<file path="src/rtl/f_ifu_fd.sv">
// Fetch PC register and F/D pipeline register with stall/flush control.
// Define F_EXC_EN to add fetch address exception detection (AdEL into D_ExcCode).
module f_ifu_fd #(
    parameter logic [31:0] PC_RESET = 32'h0000_3000,
    parameter logic [31:0] IM_BASE  = 32'h0000_3000,
    parameter logic [31:0] IM_TOP   = 32'h0000_6FFC
) (
    input  logic        clk,
    input  logic        reset,
    input  logic        stall,
    input  logic        flush,
    input  logic [31:0] flush_pc,
    input  logic [31:0] npc,
    input  logic [31:0] i_inst_rdata,
    output logic [31:0] i_inst_addr,
    output logic [31:0] F_PC,
    output logic [31:0] D_PC,
    output logic [31:0] D_instr,
    output logic        D_valid,
    output logic [4:0]  D_ExcCode
);

    logic [31:0] r_f_pc;
    logic [31:0] r_d_pc;
    logic [31:0] r_d_instr;
    logic        r_d_valid;
    logic [4:0]  r_d_exc;
    logic [31:0] r_fetch_cnt;

    logic [31:0] w_f_instr;
    logic [4:0]  w_f_exc;

`ifdef F_EXC_EN
    logic w_bad_addr;
    assign w_bad_addr = (r_f_pc[1:0] != 2'b00) || (r_f_pc < IM_BASE) || (r_f_pc > IM_TOP);
    // A faulting fetch still travels as a valid slot so the exception retires.
    assign w_f_instr  = w_bad_addr ? 32'h0 : i_inst_rdata;
    assign w_f_exc    = w_bad_addr ? 5'd4 : 5'd0;
`else
    assign w_f_instr  = i_inst_rdata;
    assign w_f_exc    = 5'd0;
`endif

    always_ff @(posedge clk or posedge reset) begin
        if (reset) begin
            r_f_pc <= PC_RESET;
        end else if (flush) begin
            r_f_pc <= flush_pc;
        end else if (!stall) begin
            r_f_pc <= npc;
        end
    end

    always_ff @(posedge clk or posedge reset) begin
        if (reset) begin
            r_d_pc      <= PC_RESET;
            r_d_instr   <= 32'h0;
            r_d_valid   <= 1'b0;
            r_d_exc     <= 5'd0;
            r_fetch_cnt <= 32'h0;
        end else if (flush) begin
            r_d_pc    <= flush_pc;
            r_d_instr <= 32'h0;
            r_d_valid <= 1'b0;
            r_d_exc   <= 5'd0;
        end else if (!stall) begin
            r_d_pc      <= r_f_pc;
            r_d_instr   <= w_f_instr;
            r_d_valid   <= 1'b1;
            r_d_exc     <= w_f_exc;
            r_fetch_cnt <= r_fetch_cnt + 32'd1;
        end
    end

    assign i_inst_addr = r_f_pc;
    assign F_PC        = r_f_pc;
    assign D_PC        = r_d_pc;
    assign D_instr     = r_d_instr;
    assign D_valid     = r_d_valid;
    assign D_ExcCode   = r_d_exc;

endmodule

</file>
<file path="config.mk">
export PLATFORM = sky130hd
export DESIGN_NAME = f_ifu_fd
export DESIGN_NICKNAME = d
export VERILOG_FILES = /design/src/rtl/f_ifu_fd.sv
export SDC_FILE = /design/constraint.sdc
export NUM_CORES = 1
export LEC_CHECK = 0
export BUFFER_PORTS_ARGS = -buffer_cell sky130_fd_sc_hd__buf_2
export CAP_MARGIN = 10
export CORE_ASPECT_RATIO = 1.4
export CORE_UTILIZATION = 41
export DETAILED_ROUTE_END_ITERATION = 6
export GPL_ROUTABILITY_DRIVEN = 0
export GPL_TIMING_DRIVEN = 1
export MAX_ROUTING_LAYER = met4
export PLACE_DENSITY = 0.82
export SYNTH_ARGS = -nofsm -noshare
export SYNTH_HDL_FRONTEND = slang
export SYNTH_SLANG_ARGS = --single-unit
</file>
<file path="constraint.sdc">
create_clock -name clk -period 6.35 [get_ports clk]
set_clock_uncertainty 0.15 [all_clocks]
set_input_delay 0.635 -clock clk [delete_from_list [all_inputs] [get_ports clk]]
set_output_delay 0.635 -clock clk [all_outputs]
set_load 0.01 [all_outputs]
</file>
==> summary.md, run 1 <==
| Metric | Value |
|---|---|
| Outcome | finished, final reports clean |
| Slew @ Worst Pin | 1.116 ns |
| First-pass iteration count of the detailed router | 3 |
| Buffer and inverter count on the worst path | 2 |
| CP max stage cell | buf_4 |
| Nets@finish | 638 |
| Number of max-slew violations in the final report | 0 |
| Number of clock buffers inserted by TritonCTS | 9 |
| Root buffer selected by CTS | clkbuf_16 |
| Crit-path cells | buf_4 > buf_4 > mux2_4 > mux2_2 |
| CP Launch Type | input port |
| Largest fanout of any net on the critical path | 62 |
| Remaining design rule violation count | 0 |
| Kind of end point of the critical path | register |
| Setup TNS | 0 ns |
| CTS tree | done |
| Total power divided by cell area | about 260 nW/um^2 |
| Std-Cell Rows | 47 |
| Class of the tightest hold or removal check | in2async |
| Most repeated library cell on the critical path | buf_4 |
| FF+latch count, synth | 97 |
| Yosys cell types | 15 |
| Total of max-cap violations | 0 |
| Clock-pin slew of the registers on the worst-case setup and hold paths | 0.07 ns |
| CTS Buffer Depth | 2 |
| Avg Cell Area, Syn | 14.40 sq um |
| Maximum level of the CTS H-tree | 3 |
| Vias in the first global route | about 3.6k |
| Iteration-0 DRC Markers | 78 |
| Fin crit period | ~2.7 ns |
| Fraction of the yosys area taken by sequential cells | 48.00% |
| Number of cells upsized or downsized after cts | 0 |
| All-layer global routing usage | 16.85% |
| Stage delay of the slowest cell on the critical path | about 0.78 ns |
| Worst vdd rail ir drop | 148.4 uV |
| Largest net degree at the start of global routing | between 90 and 100 |
| Share of layout cells above drive strength 1 | 69.61% |
| Routed wire length per instance | around 15 microns |
| Total count of hold-check failures in the final report | 0 |
| Number of input and output port buffers inserted | 228 |
| Signed area change from the synthesized netlist to the final layout | 23.09% |
| Count of antenna-violating nets left after detailed routing | 0 |
| Worst setup slack after layout | ~3.7 ns |
| Standard cell core area | 11940 sq um |
| Post-CTS setup-driven buffer insertion count | 0 |
| Classification of the worst setup path | in2reg |
| Detail Placement HPWL | 7.437 mm |
| Crit path required time | approximately 6.4 ns |
| Hold bufs inserted after CTS | 0 |
| DIE AREA | approximately 13000 sq um |
| Worst slack at placement | 3.309 ns |
| Cell family with most CP delay | buffers and inverters |
| Number of vias after detailed routing | 3333 |
| P_leak | 3.321 nW |
| N_diodes | 0 |
| Count of final setup violators | 0 |
| Post-Synthesis Cells | 352 |
| Leftover overflow at the end of global routing | 0 |
| Initial core utilization | 42.45% |
| Headroom to the max-slew limit | 25.59% |
| Clk sinks | 97 |
| Horiz. Die Dim | 95.96 microns |
| Via density | 4.830 |
| Number of top-level pins | between 200 and 250 |
| Floorplan die height | 133.5 microns |
| Fmax achieved | 370.4 MHz |
| Yosys warns | 0 |
| Antenna violations before repair | 0 |
| Clk_lat worst skew | 0.33 ns |
| RSZ-0062 raised after global routing | false |
| Post-synthesis cell area | 5067 sq um |
| Global-route wire length before repair | 16.44 mm |
| Tcrit/Tclk final | a little over two fifths |
| Routed wire length | 10.28 mm |
| Arrival time worst endpoint | 2.76 ns |
-- path summary, 6_finish.rpt --
kind | endpoint | slack (ns) | start | cells after the start
max | D_PC[11] | 3.65 | stall | 4
min | D_instr[22] | 0.21 | reset | 2
min in group clk | D_instr[13] | 0.37 | D_instr[13] | 2
max in group asynchronous | D_PC[21] | 4.74 | reset | 3
max reg2reg | D_PC[21] | 5.13 | F_PC[21] | 2
min reg2reg | D_instr[13] | 0.37 | D_instr[13] | 2
-- cells by family after synthesis --
group	after synthesis	share of synthesized area, %
DFF	97	48.00
and+or+nand+nor	32	2.370
buffers and inverters	61	9.951
muxes	160	39.51
AOI/OAI and AO/OA	1	0.09867
other	1	0.07400
-- Yosys cell counts --
cell / count / share of area [%]
a21oi_1: 1 / 0.099
buf_1: 2 / 0.15
buf_12: 6 / 2.4
buf_2: 7 / 0.69
buf_4: 39 / 5.8
buf_6: 3 / 0.67
clkbuf_1: 2 / 0.15
conb_1: 1 / 0.074
dfrtp_1: 93 / 46
dfstp_2: 4 / 2.1
inv_1: 2 / 0.15
mux2_2: 64 / 14
mux2_4: 64 / 19
mux2i_1: 32 / 6.3
nor2_1: 32 / 2.4
-- cells in the final DEF, fill, tap and decap left out --
cell / instances
buf_2: 226
dfrtp_1: 93
mux2_4: 64
mux2_2: 64
mux2i_1: 32
nor2_1: 32
clkbuf_16: 9
conb_1: 5
dfstp_2: 4
buf_4: 4
inv_6: 2
inv_4: 1
inv_1: 1
a21oi_1: 1
clkbuf_1: 1
clkinv_4: 1
inv_8: 1
clkinvlp_4: 1
bufinv_16: 1
-- sequential cells by signal, indices dropped and copies added (netlist names) --
signal	flops
D_instr	32
F_PC	32
D_valid	1
D_PC	32
-- per-layer routing --
metal / vias to the layer above / routed length, microns / global-route usage, %
met5: - / 0 / -
met4: 0 / 158 / 6.053
met3: 14 / 580 / 3.482
met2: 143 / 5521 / 30.16
met1: 1639 / 4018 / 17.90
li1: 1537 / - / -
-- stage by stage --
stage          instance area (sq um)  total power (W)  util, %  hold slack, ns  instances
6_report                        6237         0.001614    52.25          0.2063        690
4_1_cts                         6237         0.001643    52.25          0.2158        690
5_1_grt                         6237         0.001700    52.25          0.2579        690
3_3_place_gp                    5933         0.001064    49.70          0.3519        674
2_1_floorplan                   5082        0.0009786        -          0.3979        356
3_5_place_dp                    5933         0.001079    49.70          0.3626        674
-- final cells by class --
| class | count | area [sq um] |
|---|---|---|
| fillers | 1052 | 5700 |
| well taps | 147 | 183.9 |
| flip-flops and latches | 97 | 2432 |
| repair buffers | 230 | 1161 |
| inverters | 2 | 10.01 |
| clock buffers | 10 | 229.0 |
| multi-input cells | 198 | 2146 |
| clock inverters | 6 | 75.07 |
-- where the power goes --
| group | switching, W | internal (W) | leakage (nW) |
|---|---|---|---|
| clock network | 0.000240 | 0.000312 | 0.146 |
| logic | 0.000150 | 0.000194 | 2.00 |
| registers | 0.0000412 | 0.000676 | 1.18 |
| total | 0.000431 | 0.00118 | 3.32 |
-- worst register-to-register path, stage by stage (launching register included) --
cell and delay, ns:
dfrtp_1 0.41, mux2_4 0.28, mux2_2 0.26
Power figures use the tool's default switching activity.
==> run 2: changes to the inputs <==
clock period = 2.6 ns   (was 6.35 ns; I/O delays follow)
==> run 2 against run 1 <==
Compared with the run above:
- global-route usage grew 0.51 points
- sequential cell count is the same
- via count grew 2.9%
- die area is the same
- cell area grew 3.2%
- sequential share of layout area shrank 1.2 points
- clock power grew 130%
- power grew 140%
- final cell count grew 2.5%
- worst hold slack lost 0.19 ns
- sequential power grew 140%
- register-to-register slack lost 3.8 ns
- critical path type is now reg2out
- highest routed layer unchanged
==> summary.md, run 2 (synthesized netlist as in run 1, its figures left out) <==
| Metric | Value |
|---|---|
| Initial core utilization | 42.45% (unchanged) |
| Remaining design rule violation count | 0 (unchanged) |
| Arrival time worst endpoint | 1.03 ns (was 2.76 ns) |
| Kind of end point of the critical path | output pin (was register) |
| RSZ-0062 raised after global routing | false (unchanged) |
| DIE AREA | 12810 sq um (unchanged) |
| Fin crit period | around 1.4 ns |
| Number of top-level pins | 234 (unchanged) |
| Buffer and inverter count on the worst path | 1 (was 2) |
| Tcrit/Tclk final | 55.25% |
| Routed wire length | 10.75 mm (was 10.28 mm) |
| Classification of the worst setup path | reg2out (was in2reg) |
| CTS tree | done (unchanged) |
| Area of combinational cells with multiple inputs | 2146 sq um (unchanged) |
| Via density | 4.850 (was 4.830) |
| Antenna violations before repair | 0 (unchanged) |
| Nets@finish | 655 (was 638) |
| Vias in the first global route | 3625 (was 3617) |
| Std-Cell Rows | 47 (unchanged) |
| Clk sinks | 97 (unchanged) |
| Class of the tightest hold or removal check | in2reg (was in2async) |
| Stage delay of the slowest cell on the critical path | 0.56 ns (was 0.78 ns) |
| Count of antenna-violating nets left after detailed routing | 0 (unchanged) |
| Horiz. Die Dim | 95.96 microns (unchanged) |
| Signed area change from the synthesized netlist to the final layout | 27.01% (was 23.09%) |
| CTS Buffer Depth | 2 (unchanged) |
| Slew @ Worst Pin | 0.6281 ns (was 1.116 ns) |
| CP Launch Type | register (was input port) |
| Most frequent cells in the layout | buf_2 (226), dfrtp_1 (93), mux2_4 (64), mux2_2 (64) (unchanged) |
| Largest fanout of any net on the critical path | 4 (was 62) |
| CP max stage cell | dfstp_2 (was buf_4) |
| Share of layout cells above drive strength 1 | 68.39% (was 69.61%) |
| Maximum level of the CTS H-tree | 3 (unchanged) |
| Clk_lat worst skew | 0.34 ns (was 0.33 ns) |
| Fmax achieved | approximately 700 MHz |
| Cell family with most CP delay | flip-flops (was buffers and inverters) |
| Detail Placement HPWL | 7.504 mm (was 7.437 mm) |
| Number of input and output port buffers inserted | 228 (unchanged) |
| Most common library cell in the layout ignoring fill and taps | buf_2 (unchanged) |
| Number of vias after detailed routing | 3429 (was 3333) |
| Number of max-slew violations in the final report | 0 (unchanged) |
| Number of clock buffers inserted by TritonCTS | 9 (unchanged) |
| N_diodes | 0 (unchanged) |
| Count of final setup violators | 0 (unchanged) |
| Total of max-cap violations | 0 (unchanged) |
| Number of filler cells placed in the layout | 1027 (was 1052) |
| Worst vdd rail ir drop | 290.4 uV (was 148.4 uV) |
| Worst Hold Slack | 0.01505 ns (was 0.2063 ns) |
| First-pass iteration count of the detailed router | 4 (was 3) |
| Floorplan die height | 133.5 microns (unchanged) |
| Headroom to the max-slew limit | 58.12% (was 25.59%) |
| Post-CTS setup-driven buffer insertion count | 0 (unchanged) |
| P_leak | 3.397 nW (was 3.321 nW) |
| Outcome | finished, final reports clean (unchanged) |
| Largest net degree at the start of global routing | 87 (was 98) |
| Setup TNS | 0 ns (unchanged) |
| Standard cell core area | 11940 sq um (unchanged) |
| Iteration-0 DRC Markers | 48 (was 78) |
| Total count of hold-check failures in the final report | 0 (unchanged) |
| Crit-path cells | buf_2 (was buf_4 > buf_4 > mux2_4 > mux2_2) |
| Clock-pin slew of the registers on the worst-case setup and hold paths | 0.08 ns (was 0.07 ns) |
| Routed wire length per instance | 15.20 microns (was 14.90 microns) |
| All-layer global routing usage | 17.35% (was 16.85%) |
| Sequential Area | 2432 sq um (unchanged) |
| Total power divided by cell area | 606.5 nW/um^2 (was 258.8 nW/um^2) |
| Crit path required time | 2.19 ns (was 6.41 ns) |
| Global-route wire length before repair | 16.95 mm (was 16.44 mm) |
| Root buffer selected by CTS | clkbuf_16 (unchanged) |
| Leftover overflow at the end of global routing | 0 (unchanged) |
## run 2: cell count changes in the layout (fill, tap and decap cells not counted), sizes merged
cell         change
clkbuf           -1
clkinvlp         +3
dlygate4sd3     +13
bufinv           -1
inv              -1
buf              +4
## run 2: what timing repair did
item | 4_1_cts | 5_1_grt
resized for setup | 0 | 0
hold endpoints to repair | 22 | 1
hold buffers | 12 | 1
## run 2: area by class of cell
cell class / instances / share of cell area (%)
Inverter: 2 / 0.1750
Tap cell: 147 / 2.858
Sequential cell: 97 / 37.79
Timing Repair Buffer: 247 / 21.36
Multi-Input combinational cell: 198 / 33.34
Clock buffer: 9 / 3.499
Clock inverter: 7 / 0.9720
## run 2: path summary, 6_finish.rpt
| path | startpoint | to | slack, ns | cells after the start |
|---|---|---|---|---|
| max in group asynchronous | reset | D_PC[13] | 1.43 | 4 |
| worst max-delay path | F_PC[13] | i_inst_addr[13] | 1.16 | 1 |
| min in group asynchronous | reset | D_instr[26] | 0.29 | 3 |
| worst min register to register | D_valid | D_valid | 0.36 | 2 |
| worst min-delay path | i_inst_rdata[0] | D_instr[0] | 0.02 | 3 |
| worst max register to register | F_PC[28] | D_PC[28] | 1.38 | 2 |
## run 2: routing by layer
layer | GRT usage (%) | up-vias | wire, microns
met5 | - | - | 0
met2 | 30.56 | 161 | 5713
li1 | - | 1579 | -
met1 | 18.48 | 1666 | 4115
met3 | 3.995 | 23 | 681
met4 | 6.633 | 0 | 236
## run 2: tightest hold or removal path, stage by stage
cell	delay (ns)
buf_2	0.08
mux2i_1	0.05
nor2_1	0.08
## run 2: stage by stage
step / instance area, sq um / total power, W / util [%] / worst slack, ns / instances
detailed placement: 6018 / 0.002648 / 50.41 / 0.8209 / 678
CTS: 6426 / 0.003960 / 53.83 / 1.143 / 706
global route: 6436 / 0.004115 / 53.91 / 1.115 / 707
global placement: 6018 / 0.002610 / 50.41 / 0.8795 / 678
floorplan: 5086 / 0.002391 / - / 1.046 / 356
finish: 6436 / 0.003904 / 53.91 / 1.163 / 707
## run 2: power breakdown
part | total (W) | switching [W] | internal (W)
Combinational | 0.000874 | 0.000376 | 0.000498
Sequential | 0.00175 | 0.000102 | 0.00165
Clock | 0.00128 | 0.000608 | 0.000668
==> run 3: changes to the inputs <==
PLACE_DENSITY = 0.84   (was 0.82)
clock period = 1.1 ns   (was 2.6 ns; I/O delays follow)
==> run 3 against run 2 <==
Compared with the run above:
- the run now ends with negative hold slack, negative setup slack left
- clock power rose by 130%
- sequential cell count did not move
- first-iteration DRC count rose by 50%
- sequential power rose by 140%
- sequential share of layout area fell by 8.4 points
- cell area rose by 29%
- worst hold slack got worse by 0.038 ns
- non-clock buffer count rose by 124
- wire length rose by 46%
- via count rose by 19%
- worst setup slack got worse by 1.4 ns
- power rose to 2.7 times the previous value
- critical path type unchanged
- critical endpoint is now F_PC[13]
==> summary.md, run 3 (synthesized netlist as in run 1, its figures left out) <==
| Metric | Value |
|---|---|
| Hold bufs inserted after CTS | 65 (was 12) |
| Worst setup slack after layout | -0.1870 ns (was 1.163 ns) |
| CTS tree | done (unchanged) |
| Horiz. Die Dim | 95.96 microns (unchanged) |
| Classification of the worst setup path | reg2out (unchanged) |
| Routed wire length | 15.68 mm (was 10.75 mm) |
| Worst vdd rail ir drop | 1034 uV (was 290.4 uV) |
| Global-route wire length before repair | 22.66 mm (was 16.95 mm) |
| Global routing usage on met3 | 5.023% (was 3.995%) |
| Number of cells traversed by the worst hold path | 3 (unchanged) |
| Crit path required time | 0.84 ns (was 2.19 ns) |
| Count of final setup violators | 196 (was 0) |
| Vias in the first global route | 4484 (was 3625) |
| Antenna violations before repair | 2 (was 0) |
| DIE AREA | 12810 sq um (unchanged) |
| Largest net degree at the start of global routing | 61 (was 87) |
| Fin crit period | 1.287 ns |
| Routed wire length per instance | 18.82 microns (was 15.20 microns) |
| Number of max-slew violations in the final report | 0 (unchanged) |
| Most common library cell in the layout ignoring fill and taps | buf_2 (unchanged) |
| Signed area change from the synthesized netlist to the final layout | 63.31% (was 27.01%) |
| Outcome | finished with violations (was finished, final reports clean) |
| Number of clock buffers inserted by TritonCTS | 9 (unchanged) |
| All-layer global routing usage | 24.12% (was 17.35%) |
| Cell family with most CP delay | flip-flops (unchanged) |
| CP Launch Type | register (unchanged) |
| Number of top-level pins | 234 (unchanged) |
| Clock-pin slew of the registers on the worst-case setup and hold paths | 0.08 ns (about the same) |
| Number of filler cells placed in the layout | 782 (was 1027) |
| Worst reg-to-reg path cell count | 2 (unchanged) |
| Root buffer selected by CTS | clkbuf_16 (unchanged) |
| Nets@finish | 779 (was 655) |
| Share of layout cells above drive strength 1 | 66.52% (was 68.39%) |
| CP max stage cell | dfstp_2 (unchanged) |
| Arrival time worst endpoint | 1.03 ns (about the same) |
| Final instance area | 8275 sq um (was 6436 sq um) |
| First-pass iteration count of the detailed router | 6 (was 4) |
| Buffer and inverter count on the worst path | 1 (unchanged) |
| Stage delay of the slowest cell on the critical path | 0.57 ns (was 0.56 ns) |
| Detail Placement HPWL | 8.972 mm (was 7.504 mm) |
| Worst slack at placement | -0.2727 ns (was 0.8209 ns) |
| Maximum level of the CTS H-tree | 3 (unchanged) |
| Std-Cell Rows | 47 (unchanged) |
| Number of vias after detailed routing | 4067 (was 3429) |
| Initial core utilization | 42.45% (unchanged) |
| Via density | 4.882 (was 4.850) |
| Crit-path cells | buf_6 (was buf_2) |
| Tcrit/Tclk final | 117.0% |
| Most frequent cells in the layout | buf_2 (138), buf_6 (129), dfrtp_1 (93) (was buf_2 (226), dfrtp_1 (93), mux2_4 (64), mux2_2 (64)) |
| Area after detailed placement | 6426 sq um (was 6018 sq um) |
| Violations in the final reports | negative hold slack, negative setup slack |
| Count of antenna-violating nets left after detailed routing | 0 (unchanged) |
| Worst Hold Slack | -0.02312 ns (was 0.01505 ns) |
| Largest fanout of any net on the critical path | 4 (unchanged) |
| Kind of end point of the critical path | output pin (unchanged) |
| P_leak | 4.246 nW (was 3.397 nW) |
| Class of the tightest hold or removal check | in2reg (unchanged) |
| Total count of hold-check failures in the final report | 20 (was 0) |
| Iteration-0 DRC Markers | 72 (was 48) |
| Global routing usage on met1 | 23.46% (was 18.48%) |
| Logic depth of the worst setup path including buffers | 1 (unchanged) |
| Clk_lat worst skew | 0.33 ns (was 0.34 ns) |
| CTS Buffer Depth | 2 (unchanged) |
| Standard cell core area | 11940 sq um (unchanged) |
| Pwr Total | 0.01042 W (was 0.003904 W) |
| Most heavily used metal layer in global routing | met2 (unchanged) |
| RSZ-0062 raised after global routing | true (was false) |
| Floorplan die height | 133.5 microns (unchanged) |
| Number of input and output port buffers inserted | 228 (unchanged) |
| Remaining design rule violation count | 0 (unchanged) |
| Total of max-cap violations | 0 (unchanged) |
| Clk sinks | 97 (unchanged) |
| Total power divided by cell area | 1259 nW/um^2 (was 606.5 nW/um^2) |
| Fmax achieved | 777.0 MHz |
| Met2 usage | 44.96% (was 30.56%) |
| Leftover overflow at the end of global routing | 0 (unchanged) |
==> run 3: cell count changes in the layout (fill, tap and decap cells not counted), moves of 12 or more <==
cell / change
mux2_2: -12
buf_4: +30
dlygate4sd3_1: +52
buf_2: -88
mux2_4: +12
buf_6: +128
==> run 3: power breakdown <==
group | internal (W) | switching [W] | leakage, nW | total, W
clock network | 0.00156 | 0.00142 | 0.126 | 0.00298
registers | 0.00391 | 0.000281 | 1.18 | 0.00419
logic | 0.00206 | 0.00119 | 2.94 | 0.00325
==> run 3: per-stage QoR <==
step	cells	TNS (ns)	utilization, %
6_report	833	-19.73	69.32
5_1_grt	833	-25.25	69.32
4_1_cts	817	-20.33	67.22
3_5_place_dp	729	-17.73	53.83
3_3_place_gp	729	-13.96	53.83
2_1_floorplan	356	-34.58	-
==> run 3: metal layers <==
metal	share of wire [%]	routed length (microns)	vias up
met3	5.5	856	55
met1	34	5397	1996
li1	-	-	1829
met4	3.8	602	0
met5	0	0	-
met2	56	8821	187
==> run 3: timing repair <==
action	CTS	global route
pin swaps	0	1
gates resized for setup	118	28
hold endpoints to repair	193	23
endpoints found under the setup margin	193	193
buffers inserted	7	14
==> run 3: layout make-up <==
type / count / area (sq um) / share of cell area, %
clock buffers: 10 / 229.0 / 2.767
diodes: 2 / 5.005 / 0.06048
clock inverters: 6 / 48.80 / 0.5897
well taps: 147 / 183.9 / 2.223
multi-input cells: 198 / 2203 / 26.63
repair buffers: 371 / 3162 / 38.21
flip-flops and latches: 97 / 2432 / 29.39
inverters: 2 / 11.26 / 0.1361
==> run 3: path summary, 6_finish.rpt <==
| path | start | end | slack [ns] |
|---|---|---|---|
| max | F_PC[13] | F_PC[13] | -0.19 |
| min | npc[30] | F_PC[30] | -0.02 |
| max reg2reg | F_PC[23] | D_PC[23] | -0.15 |
| min reg2reg | D_instr[29] | D_instr[29] | 0.37 |
| max in group asynchronous | reset | F_PC[9] | 0.21 |
| min in group asynchronous | reset | D_PC[28] | 0.26 |
